$ cat src/rtl/psg_register_file.sv
// SN76489-style host register file: latch/data byte decoder, tone/attenuator/noise registers,
// shared tone prescaler and READY busy-window model.
module psg_register_file #(
    parameter int unsigned Prescale   = 16,
    parameter int unsigned BusyCycles = 32
) (
    input  logic       clk_i,
    input  logic       rst_i,
    input  logic       wr_en_i,
    input  logic [7:0] wr_data_i,
    output logic       ready_o,
    output logic       overrun_o,
    output logic       tone_tick_o,
    output logic [9:0] tone0_compare_o,
    output logic [9:0] tone1_compare_o,
    output logic [9:0] tone2_compare_o,
    output logic [3:0] atten0_o,
    output logic [3:0] atten1_o,
    output logic [3:0] atten2_o,
    output logic [3:0] atten3_o,
    output logic [2:0] noise_ctrl_o,
    output logic       noise_reset_o
);

    localparam int unsigned PsW   = (Prescale > 1) ? $clog2(Prescale) : 1;
    localparam int unsigned BusyW = $clog2(BusyCycles + 1);
    localparam logic [PsW-1:0]   PsMax    = PsW'(Prescale - 1);
    localparam logic [BusyW-1:0] BusyLoad = BusyW'(BusyCycles);

    logic [PsW-1:0]   ps_q, ps_d;
    logic [BusyW-1:0] busy_q, busy_d;
    logic [2:0]       latched_q, latched_d;
    logic [9:0]       tone0_q, tone0_d, tone1_q, tone1_d, tone2_q, tone2_d;
    logic [3:0][3:0]  atten_q, atten_d;
    logic [2:0]       noise_q, noise_d;
    logic             overrun_q, overrun_d;
    logic             nrst_q, nrst_d;

    logic       accept;
    logic       is_latch;
    logic [2:0] tgt;

    // Latch bytes load the low nibble, data bytes the upper six bits.
    function automatic logic [9:0] tone_upd(input logic [9:0] old, input logic latch,
                                            input logic [7:0] d);
        return latch ? {old[9:4], d[3:0]} : {d[5:0], old[3:0]};
    endfunction

    assign ready_o  = (busy_q == '0);
    assign accept   = wr_en_i && ready_o;
    assign is_latch = wr_data_i[7];
    assign tgt      = is_latch ? wr_data_i[6:4] : latched_q;

    always_comb begin
        ps_d      = (ps_q == PsMax) ? '0 : ps_q + PsW'(1);
        busy_d    = (busy_q == '0) ? busy_q : busy_q - BusyW'(1);
        overrun_d = wr_en_i && !ready_o;
        nrst_d    = 1'b0;
        latched_d = latched_q;
        tone0_d   = tone0_q;
        tone1_d   = tone1_q;
        tone2_d   = tone2_q;
        atten_d   = atten_q;
        noise_d   = noise_q;
        if (accept) begin
            busy_d    = BusyLoad;
            latched_d = tgt;
            if (tgt[0]) begin
                atten_d[tgt[2:1]] = wr_data_i[3:0];
            end else begin
                unique case (tgt[2:1])
                    2'd0: tone0_d = tone_upd(tone0_q, is_latch, wr_data_i);
                    2'd1: tone1_d = tone_upd(tone1_q, is_latch, wr_data_i);
                    2'd2: tone2_d = tone_upd(tone2_q, is_latch, wr_data_i);
                    2'd3: begin
                        noise_d = wr_data_i[2:0];
                        nrst_d  = 1'b1;
                    end
                endcase
            end
        end
    end

    always_ff @(posedge clk_i or posedge rst_i) begin
        if (rst_i) begin
            ps_q      <= '0;
            busy_q    <= '0;
            latched_q <= 3'b000;
            tone0_q   <= '0;
            tone1_q   <= '0;
            tone2_q   <= '0;
            atten_q   <= {4{4'hF}};
            noise_q   <= '0;
            overrun_q <= 1'b0;
            nrst_q    <= 1'b0;
        end else begin
            ps_q      <= ps_d;
            busy_q    <= busy_d;
            latched_q <= latched_d;
            tone0_q   <= tone0_d;
            tone1_q   <= tone1_d;
            tone2_q   <= tone2_d;
            atten_q   <= atten_d;
            noise_q   <= noise_d;
            overrun_q <= overrun_d;
            nrst_q    <= nrst_d;
        end
    end

    assign tone_tick_o     = (ps_q == PsMax);
    assign overrun_o       = overrun_q;
    assign noise_reset_o   = nrst_q;
    assign tone0_compare_o = tone0_q;
    assign tone1_compare_o = tone1_q;
    assign tone2_compare_o = tone2_q;
    assign atten0_o        = atten_q[0];
    assign atten1_o        = atten_q[1];
    assign atten2_o        = atten_q[2];
    assign atten3_o        = atten_q[3];
    assign noise_ctrl_o    = noise_q;

endmodule

$ cat config.mk
export PLATFORM = sky130hd
export DESIGN_NAME = psg_register_file
export DESIGN_NICKNAME = d
export VERILOG_FILES = /design/src/rtl/psg_register_file.sv
export SDC_FILE = /design/constraint.sdc
export NUM_CORES = 1
export LEC_CHECK = 0
export BUFFER_PORTS_ARGS = -buffer_cell sky130_fd_sc_hd__buf_2
export CORE_ASPECT_RATIO = 0.9
export CORE_MARGIN = 2
export CORE_UTILIZATION = 45
export DETAILED_ROUTE_END_ITERATION = 10
export GPL_TIMING_DRIVEN = 0
export PLACE_DENSITY = 0.83
export SYNTH_ARGS = -nofsm -noshare
export SYNTH_HDL_FRONTEND = slang
export SYNTH_SLANG_ARGS = --single-unit
export TNS_END_PERCENT = 50
$ cat constraint.sdc
create_clock -name clk_i -period 2 [get_ports clk_i]
set_clock_uncertainty 0.1 [all_clocks]
set_input_delay 0.1 -clock clk_i [delete_from_list [all_inputs] [get_ports clk_i]]
set_output_delay 0.1 -clock clk_i [all_outputs]
set_load 0.1 [all_outputs]
* Word level (Yosys, flattened, before mapping)
Index checks and enable logic that the tools add are counted.
** Storage, ports and cells
- Bits in registers :: 64
- Input port bits :: 11
- Output and inout bits :: 53
- Word-level logic and storage cells :: 51
** Cells by class
- $add $sub $neg :: 2
- $lt $le $gt $ge :: 2
- Eq/ne operators :: 5
- Mux-type cells :: 10
- Bitwise operators :: 2
- Reductions and logical operators :: 14
** Operators with widths (number)
- AND reduction 4 bit :: 6
- bitwise mux 16 bit :: 1
- two-way mux 6 bit :: 2
- demux 4 bit (select 2 bit) :: 1
- two-way mux 4 bit :: 2
- zero test 6 bit :: 1
- subtractor 6 x 1 -> 6 bit, second input constant :: 1
- adder 4 x 1 -> 4 bit, second input constant :: 1
- equality test 2 bit, second input constant :: 2
- equality test 4 bit, second input constant :: 1
- logical AND 1 bit :: 3
- < comparator 2 x 3 -> 1 bit, second input constant :: 1
- two-way mux 1 bit :: 3
- two-way mux 3 bit :: 1
- AND reduction 3 bit :: 1
- equality test 2 x 1 -> 1 bit, second input constant :: 1
- >= comparator 2 x 1 -> 1 bit, second input constant :: 1
- zero test 2 bit :: 1
- inequality test 2 x 1 -> 1 bit, second input constant :: 1
- NOT 1 bit :: 2
- AND reduction 2 bit :: 1
- zero test 1 bit :: 1

* Longest topological paths before layout
- Depth after elaboration :: 6
- Mapped depth :: 6
- Gate-level depth less buffers :: 6

* Worst setup path after synthesis
No wires, ideal clock.
- Path type :: register to register
- From :: reg busy_q[5]
- To :: reg busy_q[3]
- Setup time :: 0.118 ns
- Arrival time :: 2.623 ns
- Required time :: 1.782 ns
- Path slack :: -0.841 ns
- Stages on the path, launching flop included :: 6
- Clock period less this slack :: 2.841 ns
- Path through :: dfrtp_1 -> or3_1 -> buf_2 -> nor2_1 -> nor3_1 -> a21o_1
** Between the ends
- Longest elaborated chain between the ends :: 3
- Elaborated cells on any way between the ends :: 4
- Those cells by class :: 1 x eq/ne; 1 x mux; 2 x reduce/logical
** RTL lines
- from (decl) :: line 31 : logic [BusyW-1:0] busy_q, busy_d;
- from (signal assigned) :: line 98 : busy_q <= busy_d;
- zero test 6 bit (*) :: line 49 : assign ready_o = (busy_q == '0);
- named net ready_o :: line 11 : output logic ready_o,
- logical AND 1 bit :: line 50 : assign accept = wr_en_i && ready_o;
- inequality test 2 x 1 -> 1 bit (no source line) / two-way mux 6 bit (equally long branches)
Mark *: on every way through the listed nets, which the timed path passes. The rest lies on a longest branch.
A chain may end at the register's enable or synchronous reset.

* Worst setup path after layout
- From :: reg busy_q[5]
- To :: reg tone2_q[1] (netlist: tone2_compare_o[1])
** Between the ends
- Longest elaborated chain between the ends :: 3
** RTL lines
- zero test 6 bit :: line 49
- logical AND 1 bit :: line 50
- AND reduction 4 bit (no source line)
- to (signal assigned) :: line 102 : tone2_q <= tone2_d;
- to (decl) :: line 33 : logic [9:0] tone0_q, tone0_d, tone1_q, tone1_d, tone2_q, tone2_d;
No other way between the ends.

==> results.ini <==
[worst_setup_path]
required_ps = 2120
criticalPathCategory = reg -> reg
worstSetupEndpointType = register
startpoint_type = register
cp_max_fo = 7
arrival_ps = 2150

[detailed_routing]
routed_wl_um = 5210
drc = 0
num_vias = 1733
wl_per_cell_um = 15.3
drtIter0Drc = 87
dr.pass1.iters = 4
vias_per_cell = 5.08
final_antenna_net_count = 0

[synth]
synth_top_family_by_area = multiplexers
synth_xor_area_frac = 0.00336
yosys_warnings = 0
ys_ff_latch = 64
synthMuxAreaShare = 0.237
synth.distinct_cells = 28
synth_edf_count = 0
ys.flop_type = dfrtp_1
synthArstFlopShare = 1.00
synth-simple-area-share = 0.0921
synth-seq-area-share = 0.622
avgSynthCellArea_um2 = 14.6
synthAdderAreaFrac = 0.00959
syn_area_um2 = 2610
syn_inst = 179
synth_compound_area_frac = 0.0201
synthesis.nets = 192

[cells_and_area]
layout_common_cells = 61 x buf_2, 52 x mux2_2, 48 x dfrtp_1, 16 x dfstp_2, 11 x clkbuf_8
seqCellArea_um2 = 1620
final_cells = 341
fill_cells = 456
fin_nets = 280
diodes = 0
layout_commonest_cell = buf_2
syn_to_final_growth_pct = 30.9
drive_gt1_frac = 0.642
multi_input_area_um2 = 1000

[clock_network]
clk_path_buf_depth = 2
cts_root_buffer = clkbuf_8
tritoncts = built
cts_buffers = 9
cts_sinks = 64
clock_latency_ps = 340
cts_max_level = 3
clkTransAtPathRegs_ps = 70

[timing]
setup_viol = 17
period_needed_ps = 2020
fin_crit_sh = 1.01
rsz0062_at_grt = true
max_freq_mhz = 494
hold_viol = 0
fin_ws_ps = -23.8
slew_viol_final = 0
worst_slew_pin_slew_ps = 506
hold_slack_ps = 196
relSlewSlack = 0.662

[outcome]
violations = negative setup slack
status = finished, violations left

[grt]
grt_pass1_vias = 1826
grt_antenna_before_repair = 0
globalRouteOverflowTotal = 0
grt_max_degree = 43
grt_pass1_wl_um = 8830
track_usage = 0.178

[placement]
place.gp.congestion = 0.788
placed_cells_incl_taps = 312
port_buffers = 62
dpl.hpwl_um = 3520

[die]
die_x_um = 84.3
die_h_um = 76.2
ioPinCount = 64
coreArea_um2 = 5630
dieArea_um2 = 6420
initial_core_util = 0.464
rows = 26

[power]
p_leak_nw = 1.78
power_density_nw_per_um2 = 1170
max-vdd-ir-drop_uv = 705

[job]
drv_cap = 0

[min_path]
hold_path.class = in -> reg

cell families after synthesis:
| family | after synthesis |
|---|---|
| and+or+nand+nor | 36 |
| buffers and inverters | 11 |
| xor gates and xnor gates | 1 |
| AOI/OAI and AO/OA | 10 |
| DFF | 64 |
| muxes | 55 |
| adders and majority gates | 2 |
state kept, by name, summed over array words and instances, names as in the netlist:
signal and count:
atten0_o 4, atten1_o 4, atten2_o 4, atten3_o 4, busy_q 6, latched_q 3, noise_ctrl_o 3, noise_reset_o 1
overrun_o 1, ps_q 4, tone0_compare_o 10, tone1_compare_o 10, tone2_compare_o 10
timing repair:
action,4_1_cts,5_1_grt
setup endpoints to repair,50,46
pin swaps,5,6
hold buffers,7,0
resized for setup,11,9
hold endpoints to repair,22,0
setup buffers,4,3
Yosys cell counts (2+ instances only):
cell type	n	area, um^2
mux2_2	54	608
dfrtp_1	48	1200
dfstp_2	16	420
nand2_1	10	37.5
o21ai_0	7	35.0
inv_1	6	22.5
nor2_1	5	18.8
clkbuf_1	3	11.3
nor3_1	3	15.0
a21oi_1	2	10.0
ha_1	2	25.0
nand2b_1	2	12.5
nand4_1	2	12.5
nor2b_1	2	12.5
nor4b_4	2	47.6
or3_1	2	12.5
or4_1	2	15.0
metrics by stage:
stage / util / cell area [um^2] / power [mW] / setup slack (ps) / setup TNS, ps
6_report: 0.607 / 3410 / 3.99 / -23.8 / -250
5_1_grt: 0.607 / 3410 / 4.20 / -134 / -2380
4_1_cts: 0.599 / 3370 / 3.98 / -18.5 / -159
3_5_place_dp: 0.539 / 3030 / 2.76 / -224 / -5710
3_3_place_gp: 0.536 / 3010 / 2.72 / -500 / -29380
2_1_floorplan: - / 2620 / 2.57 / 28.3 / 0
cell type report:
class	instances	share of cell area
plain buffers	5	0.00770
clock buffers	11	0.0443
clock inverters	4	0.0128
inverters	6	0.00660
multi-input cells	104	0.294
flip-flops and latches	64	0.475
well taps	70	0.0257
repair buffers	77	0.134
routing by layer:
layer	GRT usage	up-vias	routed length (um)
li1	-	815	-
met1	0.218	862	2340
met2	0.292	50	2500
met3	0.0672	6	313
met4	0.0581	0	50
met5	0	-	0
report_power, final:
group / switching (mW) / total, mW / internal [mW]
clock network: 0.464 / 1.09 / 0.628
registers: 0.0941 / 1.57 / 1.48
logic: 0.949 / 1.33 / 0.383
worst max-delay path, stage by stage, from the launching register on:
cell	delay, ps
dfrtp_1	380
or3_4	390
buf_6	160
nor4b_4	320
buf_4	180
nand2_2	90
mux2_2	300
worst paths after layout:
| path | start | endpoint | cells past startpoint | slack (ps) |
|---|---|---|---|---|
| max in group asynchronous | rst_i | atten2_o[2] | 4 | 910 |
| setup / recovery | busy_q[5] | tone2_compare_o[1] | 6 | -20 |
| setup reg to reg | busy_q[5] | tone2_compare_o[1] | 6 | -20 |
| hold reg to reg | ps_q[0] | ps_q[0] | 1 | 390 |
| hold / removal | wr_data_i[3] | atten2_o[3] | 2 | 200 |
| min in group asynchronous | rst_i | overrun_o | 3 | 240 |
No activity file was read; power rests on OpenSTA's default activity.
